===== src/rtl/receptor_serial.sv =====
`default_nettype none
// ============================================================================
// Module   : receptor_serial
// Brief    : Framed serial receiver (start, N data, optional even parity, stop)
//            with DIR-selectable bit order, VALID/ERR strobes and BUSY flag.
// Revision : 1.0
// ============================================================================
module receptor_serial #(
    parameter int N      = 4,
    parameter int PARITY = 0
) (
    input  logic         CLK,
    input  logic         RST,
    input  logic         ENB,
    input  logic         DIR,
    input  logic         S_IN,
    output logic [N-1:0] Q,
    output logic         VALID,
    output logic         ERR,
    output logic         BUSY
);

    localparam int CNT_W = $clog2(N + 1);
    localparam logic [CNT_W-1:0] c_CNT_LAST = CNT_W'(N - 1);
    localparam logic [CNT_W-1:0] c_CNT_ONE  = CNT_W'(1);

    typedef enum logic [1:0] {
        ST_IDLE = 2'd0,
        ST_DATA = 2'd1,
        ST_PAR  = 2'd2,
        ST_STOP = 2'd3
    } state_t;

    state_t           r_state, w_state_nxt;
    logic [CNT_W-1:0] r_cnt,   w_cnt_nxt;
    logic [N-1:0]     r_shift, w_shift_nxt;
    logic             r_dir,   w_dir_nxt;
    logic             r_perr,  w_perr_nxt;
    logic [N-1:0]     r_q,     w_q_nxt;
    logic             r_valid, w_valid_nxt;
    logic             r_err,   w_err_nxt;

    always_ff @(posedge CLK or posedge RST) begin
        if (RST) begin
            r_state <= ST_IDLE;
            r_cnt   <= '0;
            r_shift <= '0;
            r_dir   <= 1'b0;
            r_perr  <= 1'b0;
            r_q     <= '0;
            r_valid <= 1'b0;
            r_err   <= 1'b0;
        end else begin
            r_state <= w_state_nxt;
            r_cnt   <= w_cnt_nxt;
            r_shift <= w_shift_nxt;
            r_dir   <= w_dir_nxt;
            r_perr  <= w_perr_nxt;
            r_q     <= w_q_nxt;
            r_valid <= w_valid_nxt;
            r_err   <= w_err_nxt;
        end
    end

    // Strobes default low so they last one CLK cycle even when ENB is sparse.
    always_comb begin
        w_state_nxt = r_state;
        w_cnt_nxt   = r_cnt;
        w_shift_nxt = r_shift;
        w_dir_nxt   = r_dir;
        w_perr_nxt  = r_perr;
        w_q_nxt     = r_q;
        w_valid_nxt = 1'b0;
        w_err_nxt   = 1'b0;
        if (ENB) begin
            case (r_state)
                ST_IDLE: begin
                    if (!S_IN) begin
                        w_state_nxt = ST_DATA;
                        w_dir_nxt   = DIR;
                        w_cnt_nxt   = '0;
                        w_shift_nxt = '0;
                        w_perr_nxt  = 1'b0;
                    end
                end
                ST_DATA: begin
                    if (r_dir) begin
                        w_shift_nxt = {r_shift[N-2:0], S_IN};
                    end else begin
                        w_shift_nxt = {S_IN, r_shift[N-1:1]};
                    end
                    w_cnt_nxt = r_cnt + c_CNT_ONE;
                    if (r_cnt == c_CNT_LAST) begin
                        w_state_nxt = (PARITY != 0) ? ST_PAR : ST_STOP;
                    end
                end
                ST_PAR: begin
                    w_perr_nxt  = (^r_shift) ^ S_IN;
                    w_state_nxt = ST_STOP;
                end
                ST_STOP: begin
                    // A low stop bit is a framing error, never a new start bit.
                    w_state_nxt = ST_IDLE;
                    if (S_IN && !r_perr) begin
                        w_q_nxt     = r_shift;
                        w_valid_nxt = 1'b1;
                    end else begin
                        w_err_nxt   = 1'b1;
                    end
                end
                default: w_state_nxt = ST_IDLE;
            endcase
        end
    end

    assign Q     = r_q;
    assign VALID = r_valid;
    assign ERR   = r_err;
    assign BUSY  = (r_state != ST_IDLE);

endmodule
`default_nettype wire


===== config.mk =====
export PLATFORM = sky130hd
export DESIGN_NAME = receptor_serial
export DESIGN_NICKNAME = d
export VERILOG_FILES = /design/src/rtl/receptor_serial.sv
export SDC_FILE = /design/constraint.sdc
export NUM_CORES = 1
export LEC_CHECK = 0
export ABC_AREA = 1
export CORE_MARGIN = 3
export CORE_UTILIZATION = 35
export DETAILED_ROUTE_END_ITERATION = 6
export PLACE_DENSITY = 0.61
export SYNTH_ARGS = -nofsm -noshare
export SYNTH_HDL_FRONTEND = slang
export SYNTH_SLANG_ARGS = --single-unit

===== constraint.sdc =====
create_clock -name CLK -period 2.44 [get_ports CLK]
set_input_delay 0.366 -clock CLK [delete_from_list [all_inputs] [get_ports CLK]]
set_output_delay 0.366 -clock CLK [all_outputs]
set_load 0.05 [all_outputs]

# Word-level counts from Yosys, hierarchy flattened
# Cells that the tools add are included.
[totals] regBits=17 output_inout_bits=7
[op_classes] addsub=1 eq_ne=6 n_mux=16 bitwise=2 n_reduce_logical=12
[ops] cell="3-bit AND reduction" count=5
[ops] cell="4-bit two-way mux" count=2
[ops] cell="2-bit case mux with 4 select lines" count=1
[ops] cell="4-bit case mux with 2 select lines" count=1
[ops] cell="1-bit two-way mux" count=7
[ops] cell="3-bit case mux with 2 select lines" count=1
[ops] cell="2-bit nonzero test" count=3
[ops] cell="2-bit == test (second input constant)" count=2
[ops] cell="2-bit two-way mux" count=2
[ops] cell="2-bit inequality test (second input constant)" count=2
[ops] cell="4-bit XOR reduction" count=1
[ops] cell="3-bit by 1-bit adder with 3-bit output (second input constant)" count=1
[ops] cell="3-bit by 2-bit == test with 1-bit output (second input constant)" count=1
[ops] cell="3-bit two-way mux" count=1
[ops] cell="2-bit by 1-bit == test with 1-bit output (second input constant)" count=1
[ops] cell="2-bit logical NOT" count=1
[ops] cell="1-bit case mux with 2 select lines" count=1
[ops] cell="1-bit logical AND" count=1
[ops] cell="1-bit logical NOT" count=1
[ops] cell="1-bit inverter" count=1
[ops] cell="1-bit bitwise XOR" count=1

# Logic depth before layout (Yosys ltp)
# Gate-level depths: netlist of run 1.
[logic_depth] depth_word=5 ltp_mapped=7 ltp_nobuf=7

# Least setup slack after synthesis of run 1
# OpenSTA, ideal clock, no wires.
[synth_timing] path_type="flip-flop to output port" start="reg r_state[0]" end="out BUSY" arrival_time_ps=1043 path_slack_ps=1031 stages_incl_launch_ff=4 cell_sequence="dfrtp_1 > inv_1 > ha_1 > inv_1"
[synth_between] elab_chain_cells=1
[synth_rtl] item="start, declared" line_no="34" rtl="state_t r_state, w_state_nxt;"
[synth_rtl] item="start signal, assigned" line_no="54" rtl="r_state <= w_state_nxt;"
[synth_rtl] item="2-bit nonzero test" line_no="119" rtl="assign BUSY = (r_state != ST_IDLE);"
[synth_rtl] item="end, declared" line_no="20" rtl="output logic BUSY"
# Every way passes these cells.

# Final worst setup path of run 1
# Same ends and word-level chain as after synthesis.

==> results.json, run 1 <==
{
  "pwr-share-seq": 0.378,
  "hpwl_um": 1190,
  "synth_commonest_cells": "nand2_1 (19), dfrtp_1 (17), o21ai_0 (14), inv_1 (13), ha_1 (7)",
  "synth.most_common_cell": "nand2_1",
  "slew_violations": 0,
  "report.final.hold_viol_count": 0,
  "max-vdd-ir-drop_mv": 0.522,
  "dp.cells": 136,
  "cts_buffers": 3,
  "num_rows": 17,
  "timing.final.crit_share": 0.944,
  "synth-async-reset-ratio": 1.00,
  "grt_usage": 0.116,
  "sw_frac_of_total": 0.456,
  "synthesis.instances": 97,
  "timing.critical_path.mode_cell": "inv_1",
  "n_antenna_cell": 0,
  "synth_top_cell_by_area": "dfrtp_1",
  "p_per_area_nw_per_um2": 1170,
  "p_int_uw": 680,
  "clockBufferDepth": 2,
  "grt_pass1_wl_um": 2880,
  "wl_per_cell_um": 11.4,
  "postSynthNetCount": 109,
  "outcome": "finished, final reports clean",
  "placed_area_um2": 1040,
  "synth-seq-cells": 17,
  "drive_gt1_frac": 0.107,
  "setup_violations": 0,
  "clkLatencyLatePin_ns": 0.29,
  "crit_arrival_ns": 1.94,
  "grt_pass1_vias": 626,
  "synth_warnings": 0,
  "cts_setup_buffers": 0,
  "crit_slowest_cell": "clkdlybuf4s50_1",
  "avgViaCountPerCell": 4.74,
  "reg2reg_depth": 6,
  "finalPower_mw": 1.25,
  "tns_ns": 0,
  "synth_area_per_cell_um2": 9.20,
  "place_congestion": 0.813,
  "crit_family": "buffers and inverters",
  "fp.dieW_um": 56.5,
  "grt_max_degree": 18,
  "synth_edf_count": 0,
  "min-delay-path-class": "input pin to async pin",
  "share_comb_of_total_power": 0.499,
  "worstPathCellList": "inv_1 > ha_1 > inv_1 > clkdlybuf4s50_1",
  "final_cells": 140,
  "ys_seq_area_frac": 0.477,
  "p_switching_uw": 569,
  "h-tree-depth": 1,
  "start_util": 0.385,
  "antenna_found_initial": 0,
  "period_needed_ns": 2.30,
  "clockRootBuffer": "clkbuf_4",
  "synth.top_cell.area_share": 0.477,
  "relSlewSlack": 0.560,
  "tightest_slew_ns": 0.660,
  "synth.distinct_cells": 18,
  "cts_resized": 0,
  "clkTransAtPathRegs_ns": 0.10,
  "reg2reg_from": "r_state[0]$_DFFE_PP0P_",
  "numPortBuffers": 11,
  "nNetsFinal": 125,
  "finalInstanceArea_um2": 1060,
  "utilization": 0.459,
  "clock.fmax_mhz": 434,
  "synth_flop_cell": "dfrtp_1",
  "critical_path_class": "flop to output pin",
  "io-pin-count": 12,
  "syn_area_um2": 892,
  "cp.buffers_inverters": 3,
  "drcViolationCount": 0,
  "crit_fanout": 5,
  "drtIter0Drc": 8,
  "final.setup_skew_ns": 0.00728,
  "rsz0062_at_grt": "false",
  "critPathLaunch": "r_state[0]$_DFFE_PP0P_",
  "core_um2": 2320,
  "cp_num_cells": 4,
  "area_growth_pct": 19.2,
  "hold_buffers": 0,
  "cp_data_required_time_ns": 2.07,
  "start_kind": "flop",
  "cp-end-kind": "output pin",
  "dieArea_um2": 3190,
  "dieHeight_um": 56.5,
  "vias": 664,
  "p_clk_frac": 0.124,
  "cp_slowest_stage_delay_ns": 0.80,
  "clock_sinks": 17,
  "firstDrtPassIters": 4,
  "routed_wl_um": 1590,
  "maxCapViolations": 0,
  "p_leak_nw": 0.514,
  "cts_tree": "built",
  "synth_area_leaders": "dfrtp_1 (48%), ha_1 (9.8%), nand2_1 (8.0%)",
  "ant_nets": 0,
  "grt-ovfl-total": 0
}
==> metal layers <==
metal,up-vias,part of all wire,GRT usage
li1,349,-,-
met1,300,0.48,0.155
met2,13,0.46,0.178
met3,2,0.053,0.0483
met4,0,0.0088,0.0203
met5,-,0,0
==> final cells by class <==
class	count	area [µm²]
fillers	228	1250
flip-flops and latches	17	425
multi-input cells	66	414
repair buffers	11	110
inverters	14	52.6
well taps	28	35.0
clock buffers	4	26.3
==> flip-flops by register name (all words and copies together) (netlist names) <==
signal / count
Q: 4
r_shift: 4
r_cnt: 3
r_state: 2
ERR: 1
VALID: 1
r_dir: 1
r_perr: 1
==> worst reg2reg max path: stages (launching register included) <==
cell and delay [ns]:
dfrtp_1 0.42, inv_1 0.09, ha_1 0.27, a21boi_4 0.24
nand2_4 0.10, nand2_4 0.11, mux2i_1 0.09
==> final timing paths <==
| kind | end | slack, ns |
|---|---|---|
| min in group CLK | Q[2]$_DFFE_PP0P_ | 0.50 |
| max in group asynchronous | r_cnt[1]$_DFFE_PP0P_ | 1.56 |
| worst min register to register | Q[2]$_DFFE_PP0P_ | 0.50 |
| worst max-delay path | BUSY | 0.14 |
| worst max register to register | r_cnt[0]$_DFFE_PP0P_ | 1.01 |
| worst min-delay path | ERR$_DFF_PP0_ | 0.45 |
==> logic make-up (layout without fill, tap and decap cells) <==
| logic type | count (synthesis) | after routing | synth area share |
|---|---|---|---|
| AO/OA/AOI/OAI | 23 | 23 | 0.150 |
| XOR/XNOR | 1 | 1 | 0.00982 |
| adder cells (fa/ha/maj) | 7 | 7 | 0.0982 |
| buffers and inverters | 14 | 29 | 0.0589 |
| flip-flops | 17 | 17 | 0.477 |
| multiplexers | 1 | 1 | 0.0112 |
| AND/OR/NAND/NOR | 34 | 34 | 0.195 |
==> through the flow <==
| stage | hold slack, ns | worst slack [ns] |
|---|---|---|
| floorplan | 0.292 | 1.03 |
| global placement | 0.466 | 0.481 |
| detailed placement | 0.477 | 0.442 |
| CTS | 0.490 | 0.117 |
| global route | 0.519 | 0.0388 |
| finish | 0.450 | 0.138 |
==> cell usage in the layout (no fill, tap or decap) <==
master           instances
nand2_4                  2
o21ai_0                 14
a21boi_4                 1
nand3_2                  2
clkdlybuf4s50_1         11
dfrtp_1                 17
clkbuf_1                 1
a21oi_1                  6
inv_2                    1
o22ai_1                  1
nand3_1                  6
nor2_4                   1
nor2_1                   3
xnor2_1                  1
and2_2                   1
mux2i_1                  1
o21ai_2                  1
nand2_1                 19
ha_1                     7
clkbuf_4                 3
inv_1                   13
==> power by group through the flow <==
stage / clock network [mW] / registers [mW] / logic (mW)
after floorplan: 0 / 0.568 / 0.369
final: 0.154 / 0.472 / 0.623
after detailed placement: 0 / 0.477 / 0.628
after global routing: 0.167 / 0.489 / 0.706
after CTS: 0.158 / 0.471 / 0.634
after global placement: 0 / 0.471 / 0.616
(Power assumes the default switching activity.)
==> run 2, diff against run 1 <==
--- a/config.mk
+++ b/config.mk
@@ -8,6 +8,7 @@
 export ABC_AREA = 1
 export CORE_MARGIN = 3
 export CORE_UTILIZATION = 35
+export CTS_CLUSTER_DIAMETER = 150
 export DETAILED_ROUTE_END_ITERATION = 6
 export PLACE_DENSITY = 0.61
 export SYNTH_ARGS = -nofsm -noshare
==> results of run 2 <==
Same layout as run 1: the final DEF is identical, and so are final timing and power.
